==> src/rtl/sparc_mem_pkg.sv <==
// Shared definitions for the SPARC memory-access sequencer: op3 codes, FSM
// states, access sizes and the op3 decode / store-byte selection helpers.
package sparc_mem_pkg;

  localparam logic [5:0] OP_LD   = 6'b000000;
  localparam logic [5:0] OP_LDUB = 6'b000001;
  localparam logic [5:0] OP_LDUH = 6'b000010;
  localparam logic [5:0] OP_ST   = 6'b000100;
  localparam logic [5:0] OP_STB  = 6'b000101;
  localparam logic [5:0] OP_STH  = 6'b000110;
  localparam logic [5:0] OP_LDSB = 6'b001001;
  localparam logic [5:0] OP_LDSH = 6'b001010;

  typedef enum logic [1:0] {
    IDLE  = 2'd0,
    XFER  = 2'd1,
    DRAIN = 2'd2,
    DONE  = 2'd3
  } state_e;

  typedef enum logic [1:0] {
    SZ_B = 2'd0,
    SZ_H = 2'd1,
    SZ_W = 2'd2
  } size_e;

  typedef struct packed {
    size_e size;
    logic  is_store;
    logic  is_signed;
    logic  legal;
  } op_info_t;

  function automatic op_info_t op3_to_size(input logic [5:0] op3);
    op_info_t info;
    info = '{size: SZ_B, is_store: 1'b0, is_signed: 1'b0, legal: 1'b1};
    case (op3)
      OP_LD:   info.size = SZ_W;
      OP_LDUB: info.size = SZ_B;
      OP_LDUH: info.size = SZ_H;
      OP_LDSB: begin info.size = SZ_B; info.is_signed = 1'b1; end
      OP_LDSH: begin info.size = SZ_H; info.is_signed = 1'b1; end
      OP_ST:   begin info.size = SZ_W; info.is_store = 1'b1; end
      OP_STB:  begin info.size = SZ_B; info.is_store = 1'b1; end
      OP_STH:  begin info.size = SZ_H; info.is_store = 1'b1; end
      default: info.legal = 1'b0;
    endcase
    return info;
  endfunction

  // Index of the final byte cycle for an access size.
  function automatic logic [1:0] last_idx(input size_e sz);
    logic [1:0] idx;
    case (sz)
      SZ_B:    idx = 2'd0;
      SZ_H:    idx = 2'd1;
      SZ_W:    idx = 2'd3;
      default: idx = 2'd0;
    endcase
    return idx;
  endfunction

  // Big-endian: byte idx of an N-byte store is taken MSB first from the low N bytes.
  function automatic logic [7:0] store_byte(input logic [31:0] data, input size_e sz,
                                            input logic [1:0] idx);
    logic [1:0] sel;
    logic [7:0] b;
    sel = last_idx(sz) - idx;
    case (sel)
      2'd0:    b = data[7:0];
      2'd1:    b = data[15:8];
      2'd2:    b = data[23:16];
      2'd3:    b = data[31:24];
      default: b = 8'd0;
    endcase
    return b;
  endfunction

endpackage

==> src/rtl/mem_load_extend.sv <==
// Load-result extension: takes the big-endian assembled raw bytes and produces
// the 32-bit sign- or zero-extended value for the MDR.
module mem_load_extend
  import sparc_mem_pkg::*;
(
  input  size_e       size,
  input  logic        is_signed,
  input  logic [31:0] raw,
  output logic [31:0] rdata
);

  // Loaded bytes sit right-justified in raw; extend from the top loaded bit.
  always_comb begin
    rdata = 32'd0;
    case (size)
      SZ_B:    rdata = {{24{is_signed & raw[7]}}, raw[7:0]};
      SZ_H:    rdata = {{16{is_signed & raw[15]}}, raw[15:0]};
      SZ_W:    rdata = raw;
      default: rdata = 32'd0;
    endcase
  end

endmodule

==> src/rtl/mem_access_unit.sv <==
// Memory-access sequencer: runs 1-4 big-endian byte cycles to a byte-wide RAM
// for SPARC loads/stores, then pulses MFC. Build option MEM_ALIGN_TRAP_EN
// turns misaligned halfword/word accesses into traps instead of masking.
module mem_access_unit
  import sparc_mem_pkg::*;
#(
  parameter int ADDR_W = 9
) (
  input  logic              Clk,
  input  logic              Clr,
  input  logic              RAM_enable,
  input  logic [5:0]        RAM_OpCode,
  input  logic [31:0]       addr,
  input  logic [31:0]       wdata,
  output logic [31:0]       rdata,
  output logic              MFC,
  output logic              busy,
  output logic              misaligned,
  output logic              illegal_op,
  output logic [ADDR_W-1:0] mem_addr,
  output logic [7:0]        mem_wdata,
  output logic              mem_we,
  output logic              mem_re,
  input  logic [7:0]        mem_rdata
);

  state_e            state_r;
  size_e             size_r;
  logic              is_store_r;
  logic              is_signed_r;
  logic [ADDR_W-1:0] base_r;
  logic [31:0]       wdata_r;
  logic [31:0]       raw_r;
  logic [1:0]        idx_r;

  op_info_t          req_info_s;
  logic [ADDR_W-1:0] req_addr_s;
  logic              req_mis_s;
  logic [1:0]        idx_next_s;
  logic [ADDR_W-1:0] step_addr_s;
  logic [31:0]       raw_next_s;
  logic [31:0]       ext_s;
  logic              unused_s;

  assign req_info_s  = op3_to_size(RAM_OpCode);
  assign idx_next_s  = idx_r + 2'd1;
  assign step_addr_s = base_r + {{(ADDR_W-2){1'b0}}, idx_next_s};
  assign raw_next_s  = {raw_r[23:0], mem_rdata};
  assign unused_s    = ^{addr[31:ADDR_W], raw_r[31:24]};

  // Request address and alignment decode for the access being offered.
  always_comb begin
    req_addr_s = addr[ADDR_W-1:0];
    req_mis_s  = 1'b0;
`ifdef MEM_ALIGN_TRAP_EN
    if (req_info_s.legal && (req_info_s.size == SZ_H)) begin
      req_mis_s = addr[0];
    end else if (req_info_s.legal && (req_info_s.size == SZ_W)) begin
      req_mis_s = |addr[1:0];
    end else begin
      req_mis_s = 1'b0;
    end
`else
    if (req_info_s.size == SZ_H) begin
      req_addr_s[0] = 1'b0;
    end else if (req_info_s.size == SZ_W) begin
      req_addr_s[1:0] = 2'b00;
    end else begin
      req_addr_s = addr[ADDR_W-1:0];
    end
`endif
  end

  mem_load_extend u_extend (
    .size      (size_r),
    .is_signed (is_signed_r),
    .raw       (raw_next_s),
    .rdata     (ext_s)
  );

  // Sequencer FSM; every output is registered and set up for the cycle it belongs to.
  always_ff @(posedge Clk) begin
    if (!Clr) begin
      state_r     <= IDLE;
      size_r      <= SZ_B;
      is_store_r  <= 1'b0;
      is_signed_r <= 1'b0;
      base_r      <= {ADDR_W{1'b0}};
      wdata_r     <= 32'd0;
      raw_r       <= 32'd0;
      idx_r       <= 2'd0;
      rdata       <= 32'd0;
      MFC         <= 1'b0;
      busy        <= 1'b0;
      misaligned  <= 1'b0;
      illegal_op  <= 1'b0;
      mem_addr    <= {ADDR_W{1'b0}};
      mem_wdata   <= 8'd0;
      mem_we      <= 1'b0;
      mem_re      <= 1'b0;
    end else begin
      case (state_r)
        IDLE: begin
          MFC        <= 1'b0;
          misaligned <= 1'b0;
          illegal_op <= 1'b0;
          mem_we     <= 1'b0;
          mem_re     <= 1'b0;
          if (RAM_enable) begin
            size_r      <= req_info_s.size;
            is_store_r  <= req_info_s.is_store;
            is_signed_r <= req_info_s.is_signed;
            base_r      <= req_addr_s;
            wdata_r     <= wdata;
            raw_r       <= 32'd0;
            idx_r       <= 2'd0;
            busy        <= 1'b1;
            if (!req_info_s.legal || req_mis_s) begin
              // Traps skip the RAM entirely and report straight from DONE.
              state_r    <= DONE;
              MFC        <= 1'b1;
              illegal_op <= ~req_info_s.legal;
              misaligned <= req_mis_s;
            end else begin
              state_r   <= XFER;
              mem_addr  <= req_addr_s;
              mem_we    <= req_info_s.is_store;
              mem_re    <= ~req_info_s.is_store;
              mem_wdata <= req_info_s.is_store ?
                           store_byte(wdata, req_info_s.size, 2'd0) : 8'd0;
            end
          end else begin
            busy <= 1'b0;
          end
        end
        XFER: begin
          // RAM answers one cycle late, so byte idx-1 arrives during byte idx.
          if (!is_store_r && (idx_r != 2'd0)) begin
            raw_r <= raw_next_s;
          end
          if (idx_r == last_idx(size_r)) begin
            mem_we    <= 1'b0;
            mem_re    <= 1'b0;
            mem_wdata <= 8'd0;
            mem_addr  <= {ADDR_W{1'b0}};
            if (is_store_r) begin
              state_r <= DONE;
              MFC     <= 1'b1;
            end else begin
              state_r <= DRAIN;
            end
          end else begin
            idx_r     <= idx_next_s;
            mem_addr  <= step_addr_s;
            mem_wdata <= is_store_r ? store_byte(wdata_r, size_r, idx_next_s) : 8'd0;
          end
        end
        DRAIN: begin
          raw_r   <= raw_next_s;
          rdata   <= ext_s;
          state_r <= DONE;
          MFC     <= 1'b1;
        end
        DONE: begin
          MFC        <= 1'b0;
          misaligned <= 1'b0;
          illegal_op <= 1'b0;
          busy       <= 1'b0;
          state_r    <= IDLE;
        end
        default: begin
          state_r <= IDLE;
          busy    <= 1'b0;
          MFC     <= 1'b0;
          mem_we  <= 1'b0;
          mem_re  <= 1'b0;
        end
      endcase
    end
  end

endmodule
==> config.mk <==
export PLATFORM = sky130hd
export DESIGN_NAME = mem_access_unit
export DESIGN_NICKNAME = d
export VERILOG_FILES = /design/src/rtl/sparc_mem_pkg.sv /design/src/rtl/mem_load_extend.sv /design/src/rtl/mem_access_unit.sv
export SDC_FILE = /design/constraint.sdc
export NUM_CORES = 1
export LEC_CHECK = 0
export ABC_CLOCK_PERIOD_IN_PS = 3150
export CORE_ASPECT_RATIO = 0.6
export CORE_MARGIN = 1
export CORE_UTILIZATION = 30
export CTS_CLUSTER_SIZE = 14
export DETAILED_ROUTE_END_ITERATION = 8
export GPL_TIMING_DRIVEN = 0
export PLACE_DENSITY_LB_ADDON = 0.12
export RECOVER_POWER = 50
export SYNTH_ARGS = -nofsm -noshare
export SYNTH_HDL_FRONTEND = slang
export SYNTH_SLANG_ARGS = --single-unit
==> constraint.sdc <==
create_clock -name Clk -period 3.15 [get_ports Clk]
set_input_delay 0.4725 -clock Clk [delete_from_list [all_inputs] [get_ports Clk]]
set_output_delay 0.4725 -clock Clk [all_outputs]
set_load 0.1 [all_outputs]
==> flow_summary_export.csv, run 1 <==
group,metric,value,unit
run_status,outcome,"complete, no violations",
critical_path,cp-end-kind,"register",
place,dp_hpwl,15800,um
critical_path,worstSetupPathType,"in -> reg",
critical_path,worstPathRequired,3.46,ns
logic_synthesis,syn_area_per_cell,7.94,um^2
die,start_util,31.1,%
final_layout,nNetsFinal,988,
routing,ant_nets,0,
critical_path,path_cells,"clkdlybuf4s50_1 -> or2_2 -> or4_1 -> inv_1 -> ha_2 -> clkbuf_1 -> a221oi_1 -> a21oi_1 -> a221oi_2 -> a311oi_1",
final_layout,area_growth,34.2,%
die,coreArea,19400,um^2
cts,insertion_delay,0.41,ns
job,maxCapViolations,0,
final_layout,fin_area,8100,um^2
sta,setup_viol,0,
cts,cts-root-buf,"clkbuf_16",
sta,finClkSkew,0.0136,ns
cts,cts_tree,"built",
logic_synthesis,synthTopCellsByArea,"dfxtp_1, a21oi_1, nand2_1, ha_1, clkbuf_1",
logic_synthesis,synth.most_common_cell,"nand2_1",
routing,drt_iter0_drc,434,
die,die_y,112,um
place,place_congestion,0.841,
critical_path,path_max_fanout,8,
grt,grt_usage,21.2,%
grt,grt_overflow,0,
die,die-area,20700,um^2
place,io_buffers,111,
sta,max-slew-margin-rel,28.8,%
sta,fin_ws,0.139,ns
die,io_pins,136,
cts,post_cts_buffers,0,
sta,setup-tns-final,0,ns
grt,grt_antenna_before_repair,0,
logic_synthesis,yosysUniqueCellTypes,56,
critical_path,slowest_delay,0.50,ns
grt,grt_pass1_vias,5623,
cts,numCtsBuffers,17,
routing,num_vias,5842,
critical_path,slowest_stage,"or4_1",
cts,cts_num_sinks,127,
logic_synthesis,synth.largest_area_cell,"dfxtp_1",
logic_synthesis,synth_edf_count,0,
grt,grt_pass1_wl,32800,um
logic_synthesis,synth_top_area_share,42.1,%
logic_synthesis,syn_inst,760,
pwr,ir_worst_vdd,505,uV
logic_synthesis,synth_common_cells,"nand2_1, dfxtp_1, a21oi_1",
pwr,leakagePower,2.94,nW
cts,cts_max_level,4,
logic_synthesis,syn-num-nets,860,
die,die_x,185,um
place,placed_cell_area,7480,um^2
grt,grt_max_degree,17,
routing,wl_per_cell,18.2,um
sta,fmax,332,MHz
logic_synthesis,synth-async-reset-ratio,0,%
final_layout,insertedDiodeCount,0,
critical_path,rrSetupSlack,0.36,ns
routing,routed_wl,21200,um
logic_synthesis,synth-main-ff-cell,"dfxtp_1",
place,place_ws,-1.27,ns
routing,drtPass1Iterations,5,
pwr,p_per_area,850,nW/um^2
logic_synthesis,yosys_warnings,0,
cts,cts_max_path_buffers,2,
routing,viasPerCell,5.01,
logic_synthesis,ys_seq_elements,127,
sta,layout_worst_path_cycle_share,95.6,%
min_path,min_path_type,"reg -> reg",
logic_synthesis,synth-seq-area-share,42.1,%
routing,drc,0,
critical_path,worst_setup_path_start_kind,"input port",
die,rows,39,
sta,worstMarginPinSlew,1.06,ns
sta,hold_viol,0,
final_layout,fill_cells,2032,
logic_synthesis,syn_area,6030,um^2
cts,clk_pin_slew,0.06,ns
sta,fin_crit,3.01,ns
critical_path,crit_arrival,3.32,ns
sta,slew_violations,0,
final_layout,drive_above_1_share,6.44,%
pwr,power,6.88,mW
==> metal layers <==
| metal | vias to the layer above | GRT usage [%] | wire [um] | share of wire, % |
|---|---|---|---|---|
| met1 | 2748 | 35.6 | 11900 | 56 |
| met2 | 202 | 26.3 | 7720 | 36 |
| met3 | 7 | 3.53 | 1480 | 7.0 |
| met5 | - | 0 | 0 | 0 |
| li1 | 2885 | - | - | - |
| met4 | 0 | 4.96 | 113 | 0.53 |
==> state kept, by name, summed over array words and instances, names as in the netlist, 2 cells and up <==
name       cells
rdata         32
wdata_r       32
size_r         2
mem_addr       9
raw_r         24
idx_r          2
base_r         9
mem_wdata      8
state_r        2
==> cell type report <==
class | instances | area, um^2 | area share, %
sequential | 127 | 2540 | 31.4
inverter | 34 | 128 | 1.58
timing repair buffer | 111 | 1110 | 13.7
clock buffer | 21 | 450 | 5.56
clock inverter | 11 | 140 | 1.73
buffer | 55 | 224 | 2.77
tap | 266 | 333 | 4.11
multi-input combinational | 542 | 3170 | 39.1
==> per-stage QoR <==
stage	hold WS, ns	instances	util [%]
after floorplan	0.432	760	-
after global placement	0.441	1137	38.6
after detailed placement	0.443	1137	38.6
after CTS	0.451	1169	41.7
after global routing	0.473	1167	41.8
final	0.451	1167	41.8
==> worst max-delay path: cells and delay by family <==
| kind | cells | cell delay [ns] |
|---|---|---|
| buf+inv | 3 | 0.97 |
| compound gates | 4 | 0.85 |
| fa+ha+maj | 1 | 0.16 |
| simple gates | 2 | 0.86 |
==> kinds of logic (layout without fill, tap and decap cells) <==
family	after synthesis	in the layout	share of synthesized area [%]
DFF	127	127	42.1
and+or+nand+nor	278	278	21.0
buffers and inverters	91	232	5.93
other	1	1	0.0622
adders and majority gates	19	19	4.06
xor gates and xnor gates	6	6	1.12
muxes	15	15	3.03
AOI/OAI and AO/OA	223	223	22.7
==> power breakdown <==
group,total [mW],switching (mW),leakage [nW],internal (mW)
logic,2.83,2.10,1.62,0.733
clock network,2.01,0.751,0.291,1.26
registers,2.04,0.180,1.03,1.86
total,6.88,3.03,2.94,3.86
==> path summary, 6_finish.rpt <==
path | from | depth (start not counted) | end
max | RAM_OpCode[5] | 10 | mem_wdata[3]$_SDFFE_PN0P_
min | raw_r[23]$_SDFFE_PN0P_ | 2 | raw_r[23]$_SDFFE_PN0P_
max reg2reg | size_r[0]$_SDFFE_PN0P_ | 9 | mem_addr[6]$_SDFFE_PN0P_
min reg2reg | raw_r[23]$_SDFFE_PN0P_ | 2 | raw_r[23]$_SDFFE_PN0P_
==> layout by cell type (no fill, tap or decap), types with 3 or more instances in the layout <==
| cell type | n |
|---|---|
| nor2_1 | 21 |
| mux2_2 | 5 |
| a311oi_1 | 13 |
| bufinv_16 | 3 |
| clkinv_2 | 5 |
| or2_2 | 3 |
| ha_1 | 17 |
| clkbuf_1 | 49 |
| nand2_1 | 150 |
| a21o_1 | 17 |
| dlygate4sd3_1 | 48 |
| mux2i_1 | 7 |
| o21ai_0 | 23 |
| and2_0 | 5 |
| xor2_1 | 3 |
| o21a_1 | 3 |
| nor2b_1 | 11 |
| a22oi_1 | 5 |
| and2_1 | 5 |
| dfxtp_1 | 127 |
| inv_1 | 34 |
| nand2b_1 | 19 |
| clkbuf_16 | 17 |
| a211oi_1 | 7 |
| nor3_1 | 23 |
| clkdlybuf4s50_1 | 63 |
| a31oi_1 | 4 |
| nand3_1 | 30 |
| a221oi_1 | 8 |
| buf_2 | 5 |
| a221oi_2 | 4 |
| a21oi_1 | 116 |
| o22ai_1 | 8 |
==> repair_timing <==
| action | in CTS | in global routing |
|---|---|---|
| hold buffers | 0 | 0 |
| endpoints found under the setup margin | 10 | 13 |
| resized for setup | 5 | 4 |
| pin swaps | 0 | 2 |
(Power assumes the default switching activity.)
==> run 2, diff against run 1 <==
--- a/config.mk
+++ b/config.mk
@@ -8,11 +8,11 @@
 export ABC_CLOCK_PERIOD_IN_PS = 3150
 export CORE_ASPECT_RATIO = 0.6
 export CORE_MARGIN = 1
-export CORE_UTILIZATION = 30
+export CORE_UTILIZATION = 35
 export CTS_CLUSTER_SIZE = 14
 export DETAILED_ROUTE_END_ITERATION = 8
 export GPL_TIMING_DRIVEN = 0
-export PLACE_DENSITY_LB_ADDON = 0.12
+export PLACE_DENSITY = 0.68
 export RECOVER_POWER = 50
 export SYNTH_ARGS = -nofsm -noshare
 export SYNTH_HDL_FRONTEND = slang
==> flow_summary_export.csv, run 2 (same netlist as run 1, synthesis figures left out) <==
group,metric,value,unit
sta,rsz0062_at_grt,"true",
routing,num_vias,5945,
die,die_x,172,um
critical_path,r2r-start,"size_r[1]$_SDFFE_PN0P_",
cts,cts_num_sinks,127,
grt,grt_usage,22.9,%
die,die-area,17800,um^2
place,dp_hpwl,14500,um
critical_path,reg2regPathDepth,10,
final_layout,final_cell_mix,"nand2_1, dfxtp_1, a21oi_1",
die,start_util,36.5,%
die,die_y,104,um
cts,cts_max_path_buffers,2,
place,dp.cells,1099,
sta,hold_ws,0.452,ns
pwr,p_clk_share,28.8,%
sta,worstMarginPinSlew,1.05,ns
run_status,outcome,"complete, no violations",
pwr,switching_share,44.4,%
critical_path,worst_setup_path_start_kind,"input port",
pwr,power,6.79,mW
cts,cts_max_level,4,
routing,drtPass1Iterations,5,
cts,insertion_delay,0.42,ns
cts,cts-root-buf,"clkbuf_16",
grt,grt_overflow,0,
final_layout,layout_commonest_cell,"nand2_1",
routing,routed_wl,19800,um
final_layout,fill_cells,1618,
sta,fmax,325,MHz
critical_path,worstPathRequired,3.41,ns
die,io_pins,136,
sta,finClkSkew,0.00805,ns
final_layout,multi_input_area,3180,um^2
critical_path,cp-end-kind,"register",
pwr,p_comb_share,41.1,%
min_path,hp-start,"wdata_r[2]$_SDFFE_PN0P_",
routing,drt_iter0_drc,521,
routing,drc,0,
grt,grt_pass1_wl,31000,um
die,coreArea,16500,um^2
critical_path,worstReg2RegEnd,"mem_addr[6]$_SDFFE_PN0P_",
pwr,p_per_area,842,nW/um^2
sta,hold_viol,0,
final_layout,stdcell_count,1131,
grt,grt_pass1_vias,5671,
pwr,ir_worst_vdd,414,uV
critical_path,worstSetupPathType,"in -> reg",
job,maxCapViolations,0,
pwr,seqPwrFrac,30.0,%
final_layout,drive_above_1_share,6.76,%
routing,wl_per_cell,17.5,um
cts,clk_pin_slew,0.06,ns
sta,setup_viol,0,
final_layout,insertedDiodeCount,0,
grt,grt_antenna_before_repair,0,
cts,numCtsBuffers,17,
pwr,leakagePower,2.94,nW
pwr,p_int,3.77,mW
place,io_buffers,111,
routing,viasPerCell,5.26,
grt,grt_max_degree,17,
place,place_congestion,0.913,
routing,ant_nets,0,
die,rows,36,
min_path,min_path_type,"reg -> reg",
final_layout,ff_latch_area,2540,um^2
sta,slew_violations,0,
min_path,holdPathStages,2,
critical_path,crit_arrival,3.34,ns
final_layout,area_growth,33.5,%
cts,cts_tree,"built",
min_path,hold_end,"wdata_r[2]$_SDFFE_PN0P_",
final_layout,nNetsFinal,990,
pwr,p_switching,3.01,mW
cts,post_cts_buffers,0,
final_layout,reg_top3,"rdata (32), wdata_r (32), raw_r (24)",
sta,layout_worst_path_cycle_share,97.8,%
critical_path,crit_start,"RAM_OpCode[5]",
sta,max-slew-margin-rel,29.6,%
critical_path,rrSetupSlack,0.31,ns
sta,fin_crit,3.08,ns
critical_path,path_max_fanout,10,
-- run 2: worst max path at each step --
stage / end / slack (ns) / cells after the start
after detailed placement: mem_wdata[3]$_SDFFE_PN0P_ / -1.00 / 9
after CTS: mem_wdata[2]$_SDFFE_PN0P_ / 0.06 / 9
after floorplan: mem_wdata[0]$_SDFFE_PN0P_ / 0.34 / 8
after global placement: mem_wdata[3]$_SDFFE_PN0P_ / -1.01 / 9
final: mem_wdata[2]$_SDFFE_PN0P_ / 0.07 / 9
after global routing: mem_wdata[1]$_SDFFE_PN0P_ / -0.03 / 9
-- run 2: per-layer routing --
layer	vias to the layer above	part of all wire, %	track usage, %
met2	266	38	29.4
met4	0	1.4	7.08
met3	28	10	6.65
met1	2763	50	35.5
li1	2888	-	-
met5	-	0	0
-- run 2: critical path, stage by stage --
cell and delay, ns:
clkdlybuf4s50_1 0.45, or2_2 0.36, or4_1 0.50, ha_1 0.24
clkbuf_1 0.25, a221oi_1 0.38, a21oi_1 0.07, a221oi_1 0.45
a311oi_1 0.16
-- run 2: repair_timing --
item / in CTS / in global routing
pin swaps: 0 / 1
endpoints found under the setup margin: 8 / 5
resized for setup: 6 / 3
cloned: 0 / 0
hold buffers: 0 / 0
-- run 2: layout make-up --
cell class | count | share of cell area [%]
plain buffers | 57 | 2.87
multi-input cells | 542 | 39.4
well taps | 228 | 3.54
inverters | 34 | 1.58
clock buffers | 18 | 5.45
clock inverters | 14 | 1.77
repair buffers | 111 | 13.8
flip-flops and latches | 127 | 31.6
-- run 2: stage by stage --
stage / setup WS (ns) / setup TNS, ns / instance area (um^2) / utilization [%]
5_1_grt: -0.0267 / -0.0444 / 8060 / 48.7
6_report: 0.0708 / 0 / 8060 / 48.7
3_3_place_gp: -1.01 / -7.64 / 7430 / 44.9
2_1_floorplan: 0.337 / 0 / 6030 / -
3_5_place_dp: -1.00 / -7.64 / 7430 / 44.9
4_1_cts: 0.0636 / 0 / 8040 / 48.6
-- run 2: power by group through the flow --
| stage | combinational (mW) | sequential [mW] | clock (mW) |
|---|---|---|---|
| floorplan | 1.22 | 2.78 | 0 |
| global placement | 2.72 | 2.07 | 0 |
| detailed placement | 2.75 | 2.07 | 0 |
| CTS | 2.78 | 2.04 | 1.96 |
| global route | 2.98 | 2.06 | 2.03 |
| finish | 2.79 | 2.04 | 1.96 |
